File: config.mk
export PLATFORM = sky130hd
export DESIGN_NAME = dataio_arbiter_flat
export DESIGN_NICKNAME = d
export VERILOG_FILES = /design/src/rtl/dataio_arbiter_if.sv /design/src/rtl/dataio_arbiter.sv /design/src/flat_wrapper.sv
export SDC_FILE = /design/constraint.sdc
export NUM_CORES = 1
export LEC_CHECK = 0
export ABC_CLOCK_PERIOD_IN_PS = 1250
export BUFFER_PORTS_ARGS = -buffer_cell sky130_fd_sc_hd__buf_2
export CORE_AREA = 2 2 174 176
export CTS_CLUSTER_SIZE = 28
export DETAILED_ROUTE_END_ITERATION = 16
export DIE_AREA = 0 0 176 178
export GPL_TIMING_DRIVEN = 0
export PLACE_DENSITY = 0.58
export SYNTH_ARGS = -nofsm -noshare
export SYNTH_HDL_FRONTEND = slang
export SYNTH_SLANG_ARGS = --single-unit
File: constraint.sdc
create_clock -name iCLOCK -period 1.25 [get_ports iCLOCK]
set_input_delay 0.0625 -clock iCLOCK [delete_from_list [all_inputs] [get_ports iCLOCK]]
set_output_delay 0.0625 -clock iCLOCK [all_outputs]
set_load 0.005 [all_outputs]
File: src/rtl/dataio_arbiter_if.sv
// rtl/dataio_arbiter_if.sv - requester and shared data-port interfaces for dataio_arbiter
// Requesters are masters of dataio_req_if; the arbiter is master of dataio_port_if.
interface dataio_req_if;
   logic        req;
   logic        busy;
   logic [1:0]  order;
   logic        rw;
   logic [13:0] tid;
   logic [1:0]  mmumod;
   logic [31:0] pdt;
   logic [31:0] addr;
   logic [31:0] wdata;
   logic        valid;
   logic [31:0] rdata;

   modport master (output req, order, rw, tid, mmumod, pdt, addr, wdata,
                   input  busy, valid, rdata);
   modport slave  (input  req, order, rw, tid, mmumod, pdt, addr, wdata,
                   output busy, valid, rdata);
endinterface

interface dataio_port_if;
   logic        req;
   logic [1:0]  order;
   logic        rw;
   logic [13:0] tid;
   logic [1:0]  mmumod;
   logic [31:0] pdt;
   logic [31:0] addr;
   logic [31:0] wdata;
   logic        busy;
   logic        rvalid;
   logic [31:0] rdata;

   modport master (output req, order, rw, tid, mmumod, pdt, addr, wdata,
                   input  busy, rvalid, rdata);
   modport slave  (input  req, order, rw, tid, mmumod, pdt, addr, wdata,
                   output busy, rvalid, rdata);
endinterface

File: src/rtl/dataio_arbiter.sv
// rtl/dataio_arbiter.sv - two-requester arbiter onto one shared data port, one transaction in flight
// Optional feature: DATAIO_ARBITER_ROUND_ROBIN_EN selects round-robin instead of fixed S0 priority.
module dataio_arbiter (
   input  logic          iCLOCK,
   input  logic          inRESET,
   dataio_req_if.slave   s0,
   dataio_req_if.slave   s1,
   dataio_port_if.master dio
);

   typedef enum logic [1:0] {IDLE = 2'd0, ISSUE = 2'd1, RD_WAIT = 2'd2} state_t;

   state_t      state_q,  state_d;
   logic        owner_q,  owner_d;
   logic [1:0]  order_q,  order_d;
   logic        rw_q,     rw_d;
   logic [13:0] tid_q,    tid_d;
   logic [1:0]  mmumod_q, mmumod_d;
   logic [31:0] pdt_q,    pdt_d;
   logic [31:0] addr_q,   addr_d;
   logic [31:0] wdata_q,  wdata_d;
`ifdef DATAIO_ARBITER_ROUND_ROBIN_EN
   logic        last_q,   last_d;
`endif

   logic grant0, grant1, accept, resp_valid;

   // Grants are only possible in IDLE, which also makes busy purely combinational there.
   always_comb begin
      grant0 = 1'b0;
      grant1 = 1'b0;
      if (state_q == IDLE) begin
`ifdef DATAIO_ARBITER_ROUND_ROBIN_EN
         if (s0.req && s1.req) begin
            grant0 = last_q;
            grant1 = ~last_q;
         end else begin
            grant0 = s0.req;
            grant1 = s1.req;
         end
`else
         grant0 = s0.req;
         grant1 = s1.req & ~s0.req;
`endif
      end
   end

   assign accept  = grant0 | grant1;
   assign s0.busy = (state_q != IDLE) | (s0.req & ~grant0);
   assign s1.busy = (state_q != IDLE) | (s1.req & ~grant1);

   always_comb begin
      state_d  = state_q;
      owner_d  = owner_q;
      order_d  = order_q;
      rw_d     = rw_q;
      tid_d    = tid_q;
      mmumod_d = mmumod_q;
      pdt_d    = pdt_q;
      addr_d   = addr_q;
      wdata_d  = wdata_q;
`ifdef DATAIO_ARBITER_ROUND_ROBIN_EN
      last_d   = last_q;
`endif
      case (state_q)
         IDLE: begin
            if (accept) begin
               owner_d  = grant1;
               order_d  = grant1 ? s1.order  : s0.order;
               rw_d     = grant1 ? s1.rw     : s0.rw;
               tid_d    = grant1 ? s1.tid    : s0.tid;
               mmumod_d = grant1 ? s1.mmumod : s0.mmumod;
               pdt_d    = grant1 ? s1.pdt    : s0.pdt;
               addr_d   = grant1 ? s1.addr   : s0.addr;
               wdata_d  = grant1 ? s1.wdata  : s0.wdata;
`ifdef DATAIO_ARBITER_ROUND_ROBIN_EN
               last_d   = grant1;
`endif
               state_d  = ISSUE;
            end
         end
         ISSUE: begin
            if (!dio.busy) state_d = rw_q ? IDLE : RD_WAIT;
         end
         RD_WAIT: begin
            if (dio.rvalid) state_d = IDLE;
         end
         default: state_d = IDLE;
      endcase
   end

   always_ff @(posedge iCLOCK) begin
      if (!inRESET) begin
         state_q  <= IDLE;
         owner_q  <= 1'b0;
         order_q  <= '0;
         rw_q     <= 1'b0;
         tid_q    <= '0;
         mmumod_q <= '0;
         pdt_q    <= '0;
         addr_q   <= '0;
         wdata_q  <= '0;
`ifdef DATAIO_ARBITER_ROUND_ROBIN_EN
         last_q   <= 1'b1;
`endif
      end else begin
         state_q  <= state_d;
         owner_q  <= owner_d;
         order_q  <= order_d;
         rw_q     <= rw_d;
         tid_q    <= tid_d;
         mmumod_q <= mmumod_d;
         pdt_q    <= pdt_d;
         addr_q   <= addr_d;
         wdata_q  <= wdata_d;
`ifdef DATAIO_ARBITER_ROUND_ROBIN_EN
         last_q   <= last_d;
`endif
      end
   end

   assign dio.req    = (state_q == ISSUE);
   assign dio.rw     = rw_q & dio.req;
   assign dio.order  = order_q;
   assign dio.tid    = tid_q;
   assign dio.mmumod = mmumod_q;
   assign dio.pdt    = pdt_q;
   assign dio.addr   = addr_q;
   assign dio.wdata  = wdata_q;

   // Responses outside RD_WAIT are dropped, so a stale return after reset cannot leak out.
   assign resp_valid = (state_q == RD_WAIT) & dio.rvalid;
   assign s0.valid   = resp_valid & ~owner_q;
   assign s1.valid   = resp_valid &  owner_q;
   assign s0.rdata   = s0.valid ? dio.rdata : 32'h0;
   assign s1.rdata   = s1.valid ? dio.rdata : 32'h0;

endmodule

File: src/flat_wrapper.sv
// flat-port wrapper written by rule: the top's interface ports become plain ports
module dataio_arbiter_flat 
  (iCLOCK, inRESET, s0_req, s0_order, s0_rw, s0_tid, s0_mmumod, s0_pdt, s0_addr, s0_wdata, s0_busy, s0_valid, s0_rdata, s1_req, s1_order, s1_rw, s1_tid, s1_mmumod, s1_pdt, s1_addr, s1_wdata, s1_busy, s1_valid, s1_rdata, dio_req, dio_order, dio_rw, dio_tid, dio_mmumod, dio_pdt, dio_addr, dio_wdata, dio_busy, dio_rvalid, dio_rdata);
  dataio_req_if s0_i ();
  dataio_req_if s1_i ();
  dataio_port_if dio_i ();
  input  logic iCLOCK;
  input  logic inRESET;
  input wire logic [$bits(s0_i.req)-1:0] s0_req;
  input wire logic [$bits(s0_i.order)-1:0] s0_order;
  input wire logic [$bits(s0_i.rw)-1:0] s0_rw;
  input wire logic [$bits(s0_i.tid)-1:0] s0_tid;
  input wire logic [$bits(s0_i.mmumod)-1:0] s0_mmumod;
  input wire logic [$bits(s0_i.pdt)-1:0] s0_pdt;
  input wire logic [$bits(s0_i.addr)-1:0] s0_addr;
  input wire logic [$bits(s0_i.wdata)-1:0] s0_wdata;
  output wire logic [$bits(s0_i.busy)-1:0] s0_busy;
  output wire logic [$bits(s0_i.valid)-1:0] s0_valid;
  output wire logic [$bits(s0_i.rdata)-1:0] s0_rdata;
  input wire logic [$bits(s1_i.req)-1:0] s1_req;
  input wire logic [$bits(s1_i.order)-1:0] s1_order;
  input wire logic [$bits(s1_i.rw)-1:0] s1_rw;
  input wire logic [$bits(s1_i.tid)-1:0] s1_tid;
  input wire logic [$bits(s1_i.mmumod)-1:0] s1_mmumod;
  input wire logic [$bits(s1_i.pdt)-1:0] s1_pdt;
  input wire logic [$bits(s1_i.addr)-1:0] s1_addr;
  input wire logic [$bits(s1_i.wdata)-1:0] s1_wdata;
  output wire logic [$bits(s1_i.busy)-1:0] s1_busy;
  output wire logic [$bits(s1_i.valid)-1:0] s1_valid;
  output wire logic [$bits(s1_i.rdata)-1:0] s1_rdata;
  output wire logic [$bits(dio_i.req)-1:0] dio_req;
  output wire logic [$bits(dio_i.order)-1:0] dio_order;
  output wire logic [$bits(dio_i.rw)-1:0] dio_rw;
  output wire logic [$bits(dio_i.tid)-1:0] dio_tid;
  output wire logic [$bits(dio_i.mmumod)-1:0] dio_mmumod;
  output wire logic [$bits(dio_i.pdt)-1:0] dio_pdt;
  output wire logic [$bits(dio_i.addr)-1:0] dio_addr;
  output wire logic [$bits(dio_i.wdata)-1:0] dio_wdata;
  input wire logic [$bits(dio_i.busy)-1:0] dio_busy;
  input wire logic [$bits(dio_i.rvalid)-1:0] dio_rvalid;
  input wire logic [$bits(dio_i.rdata)-1:0] dio_rdata;
  assign s0_i.req = s0_req;
  assign s0_i.order = s0_order;
  assign s0_i.rw = s0_rw;
  assign s0_i.tid = s0_tid;
  assign s0_i.mmumod = s0_mmumod;
  assign s0_i.pdt = s0_pdt;
  assign s0_i.addr = s0_addr;
  assign s0_i.wdata = s0_wdata;
  assign s0_busy = s0_i.busy;
  assign s0_valid = s0_i.valid;
  assign s0_rdata = s0_i.rdata;
  assign s1_i.req = s1_req;
  assign s1_i.order = s1_order;
  assign s1_i.rw = s1_rw;
  assign s1_i.tid = s1_tid;
  assign s1_i.mmumod = s1_mmumod;
  assign s1_i.pdt = s1_pdt;
  assign s1_i.addr = s1_addr;
  assign s1_i.wdata = s1_wdata;
  assign s1_busy = s1_i.busy;
  assign s1_valid = s1_i.valid;
  assign s1_rdata = s1_i.rdata;
  assign dio_req = dio_i.req;
  assign dio_order = dio_i.order;
  assign dio_rw = dio_i.rw;
  assign dio_tid = dio_i.tid;
  assign dio_mmumod = dio_i.mmumod;
  assign dio_pdt = dio_i.pdt;
  assign dio_addr = dio_i.addr;
  assign dio_wdata = dio_i.wdata;
  assign dio_i.busy = dio_busy;
  assign dio_i.rvalid = dio_rvalid;
  assign dio_i.rdata = dio_rdata;
  dataio_arbiter u_core (.iCLOCK(iCLOCK), .inRESET(inRESET), .s0(s0_i), .s1(s1_i), .dio(dio_i));
endmodule
* Word-level counts from Yosys, hierarchy flattened
Cells that the tools add are included.
** Operators by class
- Equal/unequal tests :: 5
- Multiplexer cells :: 16
- Bitwise gates (word level) :: 14
- Reductions and logical operators :: 4
** Operators with widths (number)
- $mux 32 :: 5
- $mux 14 :: 1
- $mux 2 :: 6
- $and 1x1->1 :: 7
- $pmux 2 s3 :: 1
- $ne 2x2->1 const B :: 2
- $not 1->1 :: 4
- $mux 1 :: 3
- $or 1x1->1 :: 3
- $reduce_and 3->1 :: 1
- $eq 2x1->1 const B :: 1
- $eq 2x2->1 const B :: 1
- $logic_not 2->1 :: 1
- $ne 2x1->1 const B :: 1
- $reduce_and 2->1 :: 1
- $reduce_bool 2->1 :: 1
** Word-level totals
- Register bits :: 118
- Input bits :: 268

* Depth between registers and ports, before layout
- Word-level depth :: 6
- Depth in mapped cells :: 6
- Mapped depth without buffers :: 4

* Worst setup path after synthesis
No wires, ideal clock.
- Path type :: flip-flop to flip-flop
- Start point :: reg u_core.state_q[1]
- End point :: reg u_core.mmumod_q[0], in the netlist u_core.dio.mmumod[0]
- Setup time :: 0.059 ns
- Data arrival time :: 1.252 ns
- Required time :: 1.191 ns
- Setup slack :: -0.060 ns
- Cell stages (with the launch flop) :: 6
- Period minus slack after synthesis :: 1.310 ns
- Cells stage by stage :: dfxtp_1 -> nor2_2 -> inv_4 -> nor2_4 -> buf_1 -> o221a_2
** Between the ends
- Cells in the longest elaborated chain, start to end :: 4
- Elaborated cells between the ends (all ways) :: 6
** RTL lines
- start, declared :: line dataio_arbiter.sv:13 : state_t state_q, state_d;
- start signal, assigned :: line dataio_arbiter.sv:107 : state_q <= state_d;
- $logic_not 2->1 (*) :: line dataio_arbiter.sv:32, dataio_arbiter.sv:65
- $mux 1 :: line dataio_arbiter.sv:32 : if (state_q == IDLE) begin
- $or 1x1->1 :: line dataio_arbiter.sv:48 : assign accept = grant0 | grant1;
- $reduce_and 2->1 (no line)
- end signal, assigned :: line dataio_arbiter.sv:112 : mmumod_q <= mmumod_d;
- end, declared :: line dataio_arbiter.sv:18 : logic [1:0] mmumod_q, mmumod_d;
Mark *: on every way between the ends. The rest lies on a longest branch, timed or not.
A chain may end at the register's enable or synchronous reset.

* Final worst setup path
- Start point :: reg u_core.state_q[0]
- End point :: out s0_rdata[26]
** Between the ends
- Cells in the longest elaborated chain, start to end :: 4
** RTL lines
- $eq 2x2->1 :: line dataio_arbiter.sv:132 : assign resp_valid = (state_q == RD_WAIT) & dio.rvalid;
- $and 1x1->1 :: line dataio_arbiter.sv:132
- $and 1x1->1 :: line dataio_arbiter.sv:133 : assign s0.valid = resp_valid & ~owner_q;
- $mux 32 :: line dataio_arbiter.sv:135 : assign s0.rdata = s0.valid ? dio.rdata : 32'h0;
- end, declared :: line flat_wrapper.sv:19 : output wire logic [$bits(s0_i.rdata)-1:0] s0_rdata;
No other way between the ends.

==> load_flow_metrics.sql <==
INSERT INTO impl_metrics (metric_group, metric, value, unit) VALUES
('outcome', 'outcome', 'finished with violations', ''),
('outcome', 'failed_checks', 'negative setup slack', ''),
('floorplanning', 'num_io_pins', '452', ''),
('placement', 'place_inst', '1472', ''),
('clock_tree', 'clkSinkCount', '118', ''),
('sta', 'maxClockFrequency', '0.616', 'GHz'),
('yosys', 'synthesis.area', '5930', 'um^2'),
('pwr', 'switching_share', '30.9', '%'),
('routing', 'via_per_inst', '4.76', ''),
('global_route', 'grt_overflow_total', '0', ''),
('cells_and_area', 'diodes', '0', ''),
('critical_path', 'crit_path_cell_trace', 'and4bb_4 -> clkbuf_16 -> and2_4 -> buf_6', ''),
('global_route', 'grt_pass1_vias', '6928', ''),
('critical_path', 'setup.worst_path.class', 'reg -> out', ''),
('routing', 'detail-route-antenna-nets', '0', ''),
('critical_path', 'r2r_setup_slack', '-330', 'ps'),
('yosys', 'syn-mean-instance-area', '9.37', 'um^2'),
('cells_and_area', 'layout_cells_sized_above_1', '60.7', '%'),
('placement', 'hpwl', '22400', 'um'),
('placement', 'port_buffers', '449', ''),
('critical_path', 'r2r.worst_path.cells', '8', ''),
('pwr', 'p_seq_share', '33.9', '%'),
('pwr', 'vdd_drop_max', '0.000799', 'V'),
('sta', 'clock-skew-final', '19.8', 'ps'),
('yosys', 'synth_compound_gate_area_share', '38.4', '%'),
('hold_path', 'min-delay-path-class', 'in -> reg', ''),
('sta', 'worst_slew_pin_slew', '1030', 'ps'),
('yosys', 'ys_top_cells_by_area', 'sky130_fd_sc_hd__dfxtp_1, sky130_fd_sc_hd__o221a_2, sky130_fd_sc_hd__a2bb2oi_1', ''),
('yosys', 'synth.yosys.seq_area_share', '39.8', '%'),
('pwr', 'internal_power_summed_over_all_cells', '9.27', 'mW'),
('sta', 'slew_viol_final', '0', ''),
('cells_and_area', 'area.growth.synth_to_final', '87.9', '%'),
('yosys', 'synthSimpleGateAreaFrac', '15.4', '%'),
('clock_tree', 'clk_root_buffer_cell', 'sky130_fd_sc_hd__clkbuf_16', ''),
('pwr', 'pwr_density_cell', '1200', 'nW/um^2'),
('yosys', 'xor_xnor_share_of_the_synthesized_area', '0', '%'),
('clock_tree', 'cts_max_level', '4', ''),
('floorplanning', 'fp.dieH', '178', 'um'),
('critical_path', 'worstReg2RegEnd', 'u_core.dio.addr[19]', ''),
('routing', 'drc', '0', ''),
('clock_tree', 'clk_pin_slew_worst_paths', '60', 'ps'),
('routing', 'num_vias', '7345', ''),
('cells_and_area', 'nNetsFinal', '1408', ''),
('yosys', 'synth.largest_area_cell', 'sky130_fd_sc_hd__dfxtp_1', ''),
('global_route', 'first_pass_grt_wire_length', '41600', 'um'),
('sta', 'finalWorstSetupSlack', '-373', 'ps'),
('hold_path', 'min-delay-start', 's1_addr[31]', ''),
('critical_path', 'worst_r2r_startpoint', 'u_core.state_q[0]', ''),
('floorplanning', 'num_rows', '63', ''),
('sta', 'setup_total_negative_slack', '-51190', 'ps'),
('yosys', 'post_synth_mux_area_share', '0', '%'),
('sta', 'timing.final.hold_violations', '0', ''),
('sta', 'setup_failing_eps_final', '186', ''),
('global_route', 'grt_max_degree', '17', ''),
('hold_path', 'hold_path_depth', '3', ''),
('critical_path', 'worst-endpoint-arrival', '1560', 'ps'),
('yosys', 'combinational_family_with_the_most_area_after_synthesis', 'compound AO/OA/AOI/OAI gates', ''),
('yosys', 'yosys.area_share.adder', '0', '%'),
('yosys', 'ys_ff_latch', '118', ''),
('yosys', 'synth.top_cell.area_share', '39.8', '%'),
('sta', 'slew-limit-headroom', '31.5', '%'),
('pwr', 'leakage_power_of_the_design', '5.57', 'nW'),
('floorplanning', 'start_util', '20.2', '%'),
('pwr', 'p_switching', '4.14', 'mW'),
('job', 'max_capacitance_violation_count', '0', ''),
('sta', 'final.hold.worst_slack', '29.7', 'ps'),
('yosys', 'synth_nets', '901', ''),
('routing', 'dr.first_iter.drc_count', '246', ''),
('pwr', 'share_of_total_power_in_the_clock_network', '35.3', '%'),
('critical_path', 'crit_slowest_cell', 'sky130_fd_sc_hd__and4bb_4', ''),
('global_route', 'grtUsageTotal', '17.5', '%');
worst max path at each step:
| stage | startpoint | to | slack (ps) | depth (start not counted) |
|---|---|---|---|---|
| after detailed placement | s0_req | u_core.dio.pdt[13] | -770 | 6 |
| final | u_core.state_q[0] | s0_rdata[26] | -370 | 4 |
| after floorplan | u_core.state_q[1] | u_core.dio.addr[10] | 10 | 5 |
| after CTS | u_core.state_q[0] | s0_rdata[28] | -380 | 4 |
| after global placement | s0_req | u_core.dio.pdt[13] | -770 | 6 |
| after global routing | u_core.owner_q | s0_rdata[17] | -430 | 4 |
critical path: cells and delay by family (launching register included):
kind          cells  cell delay [ps]
flops             1              350
buf+inv           2              260
simple gates      2              540
per-stage QoR:
stage	power [mW]	utilization, %	setup slack (ps)	area, um^2
finish	13.4	37.9	-373	11100
global route	14.0	37.9	-430	11100
CTS	12.6	33.5	-379	9860
detailed placement	7.36	29.5	-768	8680
global placement	7.34	29.5	-774	8680
floorplan	5.92	-	11.1	5940
state kept, by name (all words and copies together), names as in the netlist:
| signal | flops |
|---|---|
| u_core.dio.pdt | 32 |
| u_core.dio.wdata | 32 |
| u_core.state_q | 2 |
| u_core.owner_q | 1 |
| u_core.dio.addr | 32 |
| u_core.dio.tid | 14 |
| u_core.rw_q | 1 |
| u_core.dio.mmumod | 2 |
| u_core.dio.order | 2 |
metal layers:
layer	up-vias	share of wire [%]	track usage, %
met5	-	0	0
li1	3447	-	-
met4	0	2.8	5.68
met1	3522	41	21.6
met2	336	49	30.2
met3	40	7.1	3.92
synthesized netlist by cell type:
| master | instances |
|---|---|
| sky130_fd_sc_hd__dfxtp_1 | 118 |
| sky130_fd_sc_hd__nor2_1 | 111 |
| sky130_fd_sc_hd__o221a_2 | 107 |
| sky130_fd_sc_hd__a2bb2oi_1 | 103 |
| sky130_fd_sc_hd__and2_1 | 65 |
| sky130_fd_sc_hd__clkbuf_1 | 48 |
| sky130_fd_sc_hd__buf_1 | 14 |
| sky130_fd_sc_hd__buf_2 | 13 |
| sky130_fd_sc_hd__inv_1 | 10 |
| sky130_fd_sc_hd__a221oi_1 | 8 |
| sky130_fd_sc_hd__o22ai_1 | 8 |
| sky130_fd_sc_hd__a21oi_1 | 6 |
| sky130_fd_sc_hd__buf_4 | 5 |
| sky130_fd_sc_hd__nor2b_1 | 5 |
| sky130_fd_sc_hd__nand2_1 | 3 |
| sky130_fd_sc_hd__a211oi_1 | 1 |
| sky130_fd_sc_hd__a22oi_1 | 1 |
| sky130_fd_sc_hd__and4b_1 | 1 |
| sky130_fd_sc_hd__and4bb_2 | 1 |
| sky130_fd_sc_hd__inv_4 | 1 |
| sky130_fd_sc_hd__nand2b_1 | 1 |
| sky130_fd_sc_hd__nor2_2 | 1 |
| sky130_fd_sc_hd__nor2_4 | 1 |
| sky130_fd_sc_hd__o21ai_1 | 1 |
kinds of logic (layout without fill, tap and decap cells):
logic type             after synthesis  count (layout)
DFF                                118             118
buffers and inverters               91             610
and+or+nand+nor                    189             189
AOI/OAI and AO/OA                  235             236
power by group through the flow:
stage	sequential, mW	combinational (mW)	clock (mW)
6_report	4.55	4.12	4.74
3_3_place_gp	4.54	2.79	0
4_1_cts	4.47	3.30	4.86
3_5_place_dp	4.54	2.81	0
2_1_floorplan	4.56	1.37	0
5_1_grt	4.59	4.39	5.06
final cells by class:
type / count / area (um^2)
Buffer: 73 / 518
Clock buffer: 19 / 433
Clock inverter: 13 / 124
Fill cell: 2996 / 18300
Inverter: 11 / 48.8
Multi-Input combinational cell: 425 / 4140
Sequential cell: 118 / 2370
Tap cell: 390 / 488
Timing Repair Buffer: 494 / 3020
layout by cell type, fill, tap and decap left out, types with 22 or more instances in the layout:
| cell | instances |
|---|---|
| sky130_fd_sc_hd__nor2_1 | 111 |
| sky130_fd_sc_hd__clkbuf_1 | 29 |
| sky130_fd_sc_hd__dfxtp_1 | 115 |
| sky130_fd_sc_hd__buf_8 | 22 |
| sky130_fd_sc_hd__clkbuf_16 | 23 |
| sky130_fd_sc_hd__buf_6 | 27 |
| sky130_fd_sc_hd__a2bb2oi_1 | 103 |
| sky130_fd_sc_hd__buf_2 | 440 |
| sky130_fd_sc_hd__o221a_4 | 93 |
| sky130_fd_sc_hd__and2_1 | 51 |
repair_timing:
action,CTS,global route
pin swaps,11,17
hold endpoints to repair,2,0
hold buffers,2,0
endpoints found under the setup margin,185,186
setup buffers,20,14
cloned,4,7
gates resized for setup,105,171
Note: power is estimated with default switching activity, not from simulation.
